## src/rtl/led_array_ctrl_if.sv

```systemverilog
// Config write port for led_array_ctrl.
// Master drives writes; slave answers with CFG_ERR.
interface led_array_ctrl_if #(
  parameter int CH_W  = 2,
  parameter int PWM_W = 8
);
  logic             CFG_WE;
  logic [CH_W-1:0]  CFG_CH;
  logic [1:0]       CFG_MODE;
  logic [PWM_W-1:0] CFG_DUTY;
  logic             CFG_ERR;

  modport master (
    output CFG_WE,
    output CFG_CH,
    output CFG_MODE,
    output CFG_DUTY,
    input  CFG_ERR
  );

  modport slave (
    input  CFG_WE,
    input  CFG_CH,
    input  CFG_MODE,
    input  CFG_DUTY,
    output CFG_ERR
  );
endinterface

```

## src/rtl/led_array_ctrl.sv

```systemverilog
// Multi-channel LED driver: off / inverted follow / blink / PWM per channel,
// sharing one prescaler, PWM counter and blink phase.
module led_array_ctrl #(
  parameter int          NCH      = 4,
  parameter int          PWM_W    = 8,
  parameter int          PRE_W    = 4,
  parameter logic [1:0]  DEF_MODE = 2'd1,
  localparam int         CH_W     = (NCH > 1) ? $clog2(NCH) : 1
) (
  input  logic            CLK,
  input  logic            RST,
  input  logic [NCH-1:0]  VAL,
  led_array_ctrl_if.slave cfg,
  output logic            TICK,
  output logic [NCH-1:0]  LED
);

  logic             pre_wrap;
  logic             tick_d, tick_q;
  logic [PWM_W-1:0] pwm_d, pwm_q;
  logic             phase_d, phase_q;
  logic             err_d, err_q;
  logic [CH_W-1:0]  ch;
  logic             ch_ok;

  assign ch = cfg.CFG_CH;

  // PRE_W=0 has no prescaler: every clock is a tick.
  if (PRE_W > 0) begin : g_pre
    logic [PRE_W-1:0] pre_d, pre_q;

    always_comb begin
      pre_d = pre_q + 1'b1;
    end

    always_ff @(posedge CLK) begin
      if (RST) begin
        pre_q <= '0;
      end else begin
        pre_q <= pre_d;
      end
    end

    assign pre_wrap = &pre_q;
  end else begin : g_nopre
    assign pre_wrap = 1'b1;
  end

  always_comb begin
    tick_d  = pre_wrap;
    pwm_d   = pwm_q;
    phase_d = phase_q;
    if (pre_wrap) begin
      pwm_d = pwm_q + 1'b1;
      if (&pwm_q) begin
        phase_d = ~phase_q;
      end
    end
    ch_ok = 32'(ch) < NCH;
    err_d = cfg.CFG_WE && !ch_ok;
  end

  always_ff @(posedge CLK) begin
    if (RST) begin
      tick_q  <= 1'b0;
      pwm_q   <= '0;
      phase_q <= 1'b0;
      err_q   <= 1'b0;
    end else begin
      tick_q  <= tick_d;
      pwm_q   <= pwm_d;
      phase_q <= phase_d;
      err_q   <= err_d;
    end
  end

  assign TICK        = tick_q;
  assign cfg.CFG_ERR = err_q;

  for (genvar i = 0; i < NCH; i++) begin : g_ch
    logic             wr;
    logic [1:0]       mode_d, mode_q;
    logic [PWM_W-1:0] duty_d, duty_q;
    logic             led_d, led_q;

    always_comb begin
      wr     = cfg.CFG_WE && (ch == CH_W'(i));
      mode_d = wr ? cfg.CFG_MODE : mode_q;
      duty_d = wr ? cfg.CFG_DUTY : duty_q;
      led_d  = 1'b0;
      unique case (mode_q)
        2'd0: led_d = 1'b0;
        2'd1: led_d = ~VAL[i];
        2'd2: led_d = VAL[i] & phase_q;
        2'd3: led_d = VAL[i] & (pwm_q < duty_q);
        default: led_d = 1'b0;
      endcase
    end

    always_ff @(posedge CLK) begin
      if (RST) begin
        mode_q <= DEF_MODE;
        duty_q <= '0;
        led_q  <= 1'b0;
      end else begin
        mode_q <= mode_d;
        duty_q <= duty_d;
        led_q  <= led_d;
      end
    end

    assign LED[i] = led_q;
  end

endmodule
```

## src/flat_wrapper.sv

```systemverilog
// flat-port wrapper written by rule: the top's interface ports become plain ports
module led_array_ctrl_flat 
#(
  parameter int          NCH      = 4,
  parameter int          PWM_W    = 8,
  parameter int          PRE_W    = 4,
  parameter logic [1:0]  DEF_MODE = 2'd1,
  localparam int         CH_W     = (NCH > 1) ? $clog2(NCH) : 1
)
  (CLK, RST, VAL, TICK, LED, cfg_CFG_WE, cfg_CFG_CH, cfg_CFG_MODE, cfg_CFG_DUTY, cfg_CFG_ERR);
  led_array_ctrl_if #(.PWM_W(PWM_W)) cfg_i ();
  input  logic CLK;
  input  logic RST;
  input  logic [NCH-1:0] VAL;
  output logic TICK;
  output logic [NCH-1:0] LED;
  input wire logic [$bits(cfg_i.CFG_WE)-1:0] cfg_CFG_WE;
  input wire logic [$bits(cfg_i.CFG_CH)-1:0] cfg_CFG_CH;
  input wire logic [$bits(cfg_i.CFG_MODE)-1:0] cfg_CFG_MODE;
  input wire logic [$bits(cfg_i.CFG_DUTY)-1:0] cfg_CFG_DUTY;
  output wire logic [$bits(cfg_i.CFG_ERR)-1:0] cfg_CFG_ERR;
  assign cfg_i.CFG_WE = cfg_CFG_WE;
  assign cfg_i.CFG_CH = cfg_CFG_CH;
  assign cfg_i.CFG_MODE = cfg_CFG_MODE;
  assign cfg_i.CFG_DUTY = cfg_CFG_DUTY;
  assign cfg_CFG_ERR = cfg_i.CFG_ERR;
  led_array_ctrl #(.NCH(NCH), .PWM_W(PWM_W), .PRE_W(PRE_W), .DEF_MODE(DEF_MODE)) u_core (.CLK(CLK), .RST(RST), .VAL(VAL), .cfg(cfg_i), .TICK(TICK), .LED(LED));
endmodule
```

## config.mk

```make
export PLATFORM = sky130hd
export DESIGN_NAME = led_array_ctrl_flat
export DESIGN_NICKNAME = d
export VERILOG_FILES = /design/src/rtl/led_array_ctrl_if.sv /design/src/rtl/led_array_ctrl.sv /design/src/flat_wrapper.sv
export SDC_FILE = /design/constraint.sdc
export NUM_CORES = 1
export LEC_CHECK = 0
export BUFFER_PORTS_ARGS = -buffer_cell sky130_fd_sc_hd__clkbuf_2
export CORE_MARGIN = 2
export CORE_UTILIZATION = 61
export CTS_BUF_LIST = sky130_fd_sc_hd__clkbuf_2
export DETAILED_ROUTE_END_ITERATION = 16
export HOLD_SLACK_MARGIN = 0.05
export PLACE_DENSITY = 0.86
export SLEW_MARGIN = 20
export SYNTH_ARGS = -nofsm -noshare
export SYNTH_HDL_FRONTEND = slang
export SYNTH_SLANG_ARGS = --single-unit
```

## constraint.sdc

```tcl
create_clock -name CLK -period 4.85 [get_ports CLK]
set_clock_uncertainty 0.2 [all_clocks]
set_input_delay 0.485 -clock CLK [delete_from_list [all_inputs] [get_ports CLK]]
set_output_delay 0.485 -clock CLK [all_outputs]
set_load 0.01 [all_outputs]
```

# Word level (Yosys, flattened, before mapping)
# Index checks and enable logic that the tools add are counted.
# op_classes
n_addsub,2
n_lt_le_gt_ge,4
n_eq_ne,15
mux,4
bitwise,13
n_reduce_logical,11
# ops
cell,n
$lt A8 B8 Y1,4
$eq A2 B2 Y1 const B,10
$pmux W1 S4,4
$reduce_and A12 Y1,1
$eq A2 B1 Y1 const B,5
$logic_not A2 Y1,5
$add A8 B1 Y8 const B,1
$and A1 B1 Y1,8
$not A1 Y1,5
$add A4 B1 Y4 const B,1
$logic_and A1 B1 Y1,4
$reduce_and A4 Y1,1
# word_totals
regBits,58
out_inout_bits,6
elab_cells,65

# Depth between registers and ports, before layout
# logic_depth
ltp_word,3
depth_mapped,6
ltp_nobuf,6

# Least setup slack after synthesis
# No wires, ideal clock.
# synth_timing
path_type,input to register
from,input port cfg_CFG_CH[0]
to,register u_core.g_ch[0].duty_q[5]
arrival_ns,1.328
slack_ns,3.194
stages,6
n_path_buf,2
cell_sequence,buf_2 -> nor3b_4 -> buf_6 -> nor2_1 -> a21oi_1 -> nor2_1
# synth_via
elab_chain_cells,2
# synth_lines
item,line_no,text
start: declaration,flat_wrapper.sv:18,input wire logic [$bits(cfg_i.CFG_CH)-1:0] cfg_CFG_CH;
$logic_not A2 Y1,led_array_ctrl.sv:87,wr = cfg.CFG_WE && (ch == CH_W'(i));
$logic_and A1 B1 Y1,led_array_ctrl.sv:87,
end signal: assignment,led_array_ctrl.sv:107,duty_q <= duty_d;
end: declaration,led_array_ctrl.sv:83,"logic [PWM_W-1:0] duty_d, duty_q;"
# Every way passes these cells.
# A chain may end at the register's enable or synchronous reset.

# Worst setup path after layout
# layout_timing
from,register u_core.pwm_q[3]
to,register u_core.g_ch[1].led_q
# layout_via
elab_chain_cells,3
# layout_lines
item,line_no,text
start: declaration,led_array_ctrl.sv:20,"logic [PWM_W-1:0] pwm_d, pwm_q;"
start signal: assignment,led_array_ctrl.sv:71,pwm_q <= pwm_d;
$lt A8 B8 Y1,led_array_ctrl.sv:95,2'd3: led_d = VAL[i] & (pwm_q < duty_q);
$and A1 B1 Y1,led_array_ctrl.sv:95,
$pmux W1 S4,led_array_ctrl.sv:91,unique case (mode_q)
end signal: assignment,led_array_ctrl.sv:108,led_q <= led_d;
end: declaration,led_array_ctrl.sv:84,"logic led_d, led_q;"
# Every way passes these cells.

==> results.md <==
- The fraction of the mapped netlist area in compound gates was 0.116.
- The number of synthesized register bits is 58.
- The routed via count is about 2500.
- Each instance of the synthesized netlist takes up on average about 8.4 µm².
- The floorplan has 25 rows.
- The primary flip-flop cell chosen by synthesis mapping is dfxtp_1.
- Across the whole layout, storage elements account for around 0.0012 mm².
- Of the total synthesized cell area, the portion taken by XOR and XNOR cells is 0.0270.
- The mean routed wirelength per cell is ~14 µm.
- The vertical die dimension is approximately 73 µm.
- The depth of the worst register-to-register path is 4.
- The most frequently used cell type in the post-synthesis netlist is dfxtp_1.
- Walking the worst path, the cells encountered are ha_1 > a211oi_1 > a21oi_1 > o32ai_1.
- The number of sinks handled by clock tree synthesis is 58.
- The final critical-path share of the clock period is 0.392.
- The H-tree generated during clock tree synthesis spans 3 levels.
- For this run, the detailed router's first-pass iteration total came to 4.
- The post-CTS setup repair buffer count is 0.
- STA classifies the critical path endpoint as a register.
- The global routing usage summed across all routing layers is 0.259.
- The peak per-stage delay on the critical path is roughly 0.60 ns.
- The run finished with clean final reports.
- Across all hold checks on the routed design, the worst slack comes to 0.0731 ns.
- The tree is rooted in a clkbuf_2.
- The final max-slew violation count came to 0.
- The main combinational cell family by area after synthesis is simple AND/OR/NAND/NOR gates.
- Headroom to the max-slew limit came out at 0.298.
- The setup TNS is 0 ns.
- Setup repair after global routing left no endpoint under its margin.
- The biggest area contributor in the post-synthesis netlist is dfxtp_1.
- The horizontal die dimension is around 73 µm.
- For this design the static power due to leakage is 0.00132 µW.
- The number of DRC markers in iteration 0 is 162.
- The fraction of the mapped netlist area in simple logic gates is 0.213.
- The final layout contains routed wiring with a total length of 6200 µm.
- IR analysis of the VDD net gives a maximum drop of 0.222 mV.
- In this run, synthesis inferred 0 flip-flops with an integrated enable.
- The number of distinct library cells after synthesis is 38.
- The hold violation total from the final report is 0.
- After detailed placement, the design holds a cell count of 408.
- Of the cells placed in the final design, the portion with a size suffix greater than 1 is 0.111.
- Power comes to approximately 950 µW.
- Yosys attributes the largest share of cell area to dfxtp_1 (40%), ha_1 (13%), a21oi_1 (6.2%), nand2_1 (5.9%), nor2_1 (5.9%).
- The share of the synthesized area in the top cell type is 0.398.
- For the pin with the worst max-slew slack, the measured transition is around 1.1 ns.
- Once detail routing completed, the nets flagged for antenna violations numbered 0.
- After floorplanning, the core was sized to cover 0.00466 mm².
- The worst setup path is launched from a register.
- The adder-cell share of the synthesized area is 0.129.
- Data on the critical path is required at its endpoint by ~5 ns.
- The mapped netlist covers slightly below 0.003 mm².
- The number of endpoints failing setup at the final stage is 0.
- The worst register-to-register path begins at u_core.pwm_q[3]$_SDFFE_PP0P_.
- The count of nets after finishing is approximately 420.
- Leaving out filler cells and counting taps, the final layout contains 433.
- The multiplexer area fraction after synthesis is 0.0411.
- The wire-length estimate of the detail-placed layout is about 4400 µm.
- The critical path starts at u_core.pwm_q[3]$_SDFFE_PP0P_.
- The critical path in this run is classified as register to register.
- After clock tree synthesis, the repair step resized 0 gates.
- In the routed layout, each cell is associated on average with a via count of between 5 and 6.
- The total of buffers placed on input and output ports is 23.
- The number of remaining DRC errors is 0.
- The number of clock buffers added by TritonCTS is 9.
- For this run, asynchronously set or reset flops after synthesis account for 0.
- Entering global routing, the biggest net connects 63 pins.
- TritonCTS built the clock tree.
- The gate count of the mapped netlist is roughly 350.
- The standard cell with the maximum stage delay on the critical path is dfxtp_1.
- The maximum number of buffers from clock root to sink is 2.
- The clock transition time at the flip-flop clock pins of the worst setup and hold paths is between 0.15 and 0.2 ns.
- The via count of the first global-routing pass was 2372.
- In the final layout, the multi-input gates occupy 0.00154 mm².
- The global placement routability congestion is roughly 0.80.
- The area growth from synthesis to layout is 10.5%.
- In the synthesized netlist, the cells that appear most often are dfxtp_1 (58), nand2_1 (46), nor2_1 (46).
- The max capacitance violation total is 0.
- Power spread over the standard cell area amounts to 294 mW/mm².
- The largest fanout on the critical path is 10.
- The path class of the lowest-slack min-delay path is input pin to register.
- The clock period could shrink to about 1.9 ns.
- The later pin in the worst-skew pair is clocked with a latency of 0.52 ns.
- The number of antenna violations at the first check in global routing is 0.
- The portion of the post-synthesis area used by sequential elements is 0.398.
- The global-route congestion overflow total is 0.
- The worst min-delay path startpoint is VAL[3].
- The total of fill cells in the finished design is 349.
- Setup slack on the worst reg-to-reg path comes out at 2.95 ns.
- 25 I/O pins were placed.
- The first global-routing pass estimated between 10000 and 15000 µm of wire.
- The hold-critical path depth is 3.
- For this configuration, the core starts out at a cell density of 0.626.
- The maximum clock frequency is ~530 MHz.
- The total of warnings raised by yosys is 0.
- Timing analysis after detailed placement gives a worst setup slack of between 2 and 3 ns.
- The endpoint arrival time on the critical path is 2.13 ns.
- The die covers ~0.0054 mm².
- 0 antenna diodes ended up in the layout.
- The number of nets handed over by synthesis was between 300 and 400.
- The final worst slack is roughly 3 ns.
[logic make-up (layout without fill, tap and decap cells)]
| logic type | after synthesis | in the layout |
|---|---|---|
| buffers and inverters | 49 | 79 |
| adders and majority gates | 30 | 30 |
| and+or+nand+nor | 133 | 133 |
| muxes | 12 | 12 |
| other | 1 | 1 |
| DFF | 58 | 58 |
| xor gates and xnor gates | 9 | 9 |
| AOI/OAI and AO/OA | 57 | 57 |
[routing by layer]
metal,vias up,part of all wire,GRT usage
li1,1229,-,-
met1,1151,0.42,0.305
met2,50,0.49,0.416
met3,21,0.051,0.0732
met4,0,0.038,0.156
met5,-,0,0
[layout make-up]
cell class                 count  share of cell area
clock buffer                  11              0.0171
clock inverter                 5              0.0244
inverter                      31              0.0361
multi-input combinational    242               0.478
sequential                    58               0.360
tap                           54              0.0210
timing repair buffer          32              0.0636
[where the power goes]
group	total (µW)	switching, µW	internal [µW]
Combinational	90.4	52.3	38.1
Clock	356	183	173
Sequential	502	8.71	493
[registers in the layout (all words and copies together) (netlist names)]
register / cells
u_core.TICK: 1
u_core.g_ch.duty_q: 32
u_core.g_ch.led_q: 4
u_core.g_ch.mode_q: 8
u_core.g_pre.pre_q: 4
u_core.phase_q: 1
u_core.pwm_q: 8
[what timing repair did]
item	in CTS	in global routing
endpoints found under the setup margin	0	0
hold buffers	9	0
hold endpoints to repair	16	0
[cells in the final DEF (no fill, tap or decap)]
cell type / instances
bufinv_16: 2
nor3b_4: 1
nand3_1: 6
nor2_1: 46
clkbuf_2: 33
clkinvlp_4: 2
or3_1: 2
nor3_1: 5
nand2b_1: 1
inv_1: 31
clkinv_1: 1
a211o_1: 2
or3b_1: 3
xor2_1: 3
o32ai_1: 3
a211oi_1: 3
and4_1: 1
mux2i_1: 12
nand4_1: 5
xnor2_1: 6
a2111oi_0: 1
nand2_1: 46
nor4_1: 1
o21ai_0: 5
o22ai_1: 1
a21oi_1: 36
nand3b_1: 3
ha_1: 30
dfxtp_1: 58
o2111ai_1: 6
or2_2: 1
nand4b_1: 1
nor2_2: 1
and3_1: 3
buf_2: 1
nand4_2: 1
dlygate4sd3_1: 9
nor2b_1: 6
conb_1: 1
[per-stage QoR]
| step | util | instance area [µm²] |
|---|---|---|
| global route | 0.692 | 3220 |
| floorplan | - | 2920 |
| global placement | 0.644 | 3000 |
| finish | 0.692 | 3220 |
| CTS | 0.692 | 3220 |
| detailed placement | 0.644 | 3000 |
[critical path, delay by kind of cell, from the launching register on]
family	cells	cell delay, ns
flip-flops	1	0.60
adder cells (fa/ha/maj)	1	0.32
AO/OA/AOI/OAI	3	0.68
[path summary, 6_finish.rpt]
check	endpoint
worst max-delay path	u_core.g_ch[1].led_q$_SDFF_PP0_
worst min register to register	u_core.g_pre.pre_q[0]$_SDFF_PP0_
worst min-delay path	u_core.g_ch[3].led_q$_SDFF_PP0_
worst max register to register	u_core.g_ch[1].led_q$_SDFF_PP0_
Power figures use the tool's default switching activity.
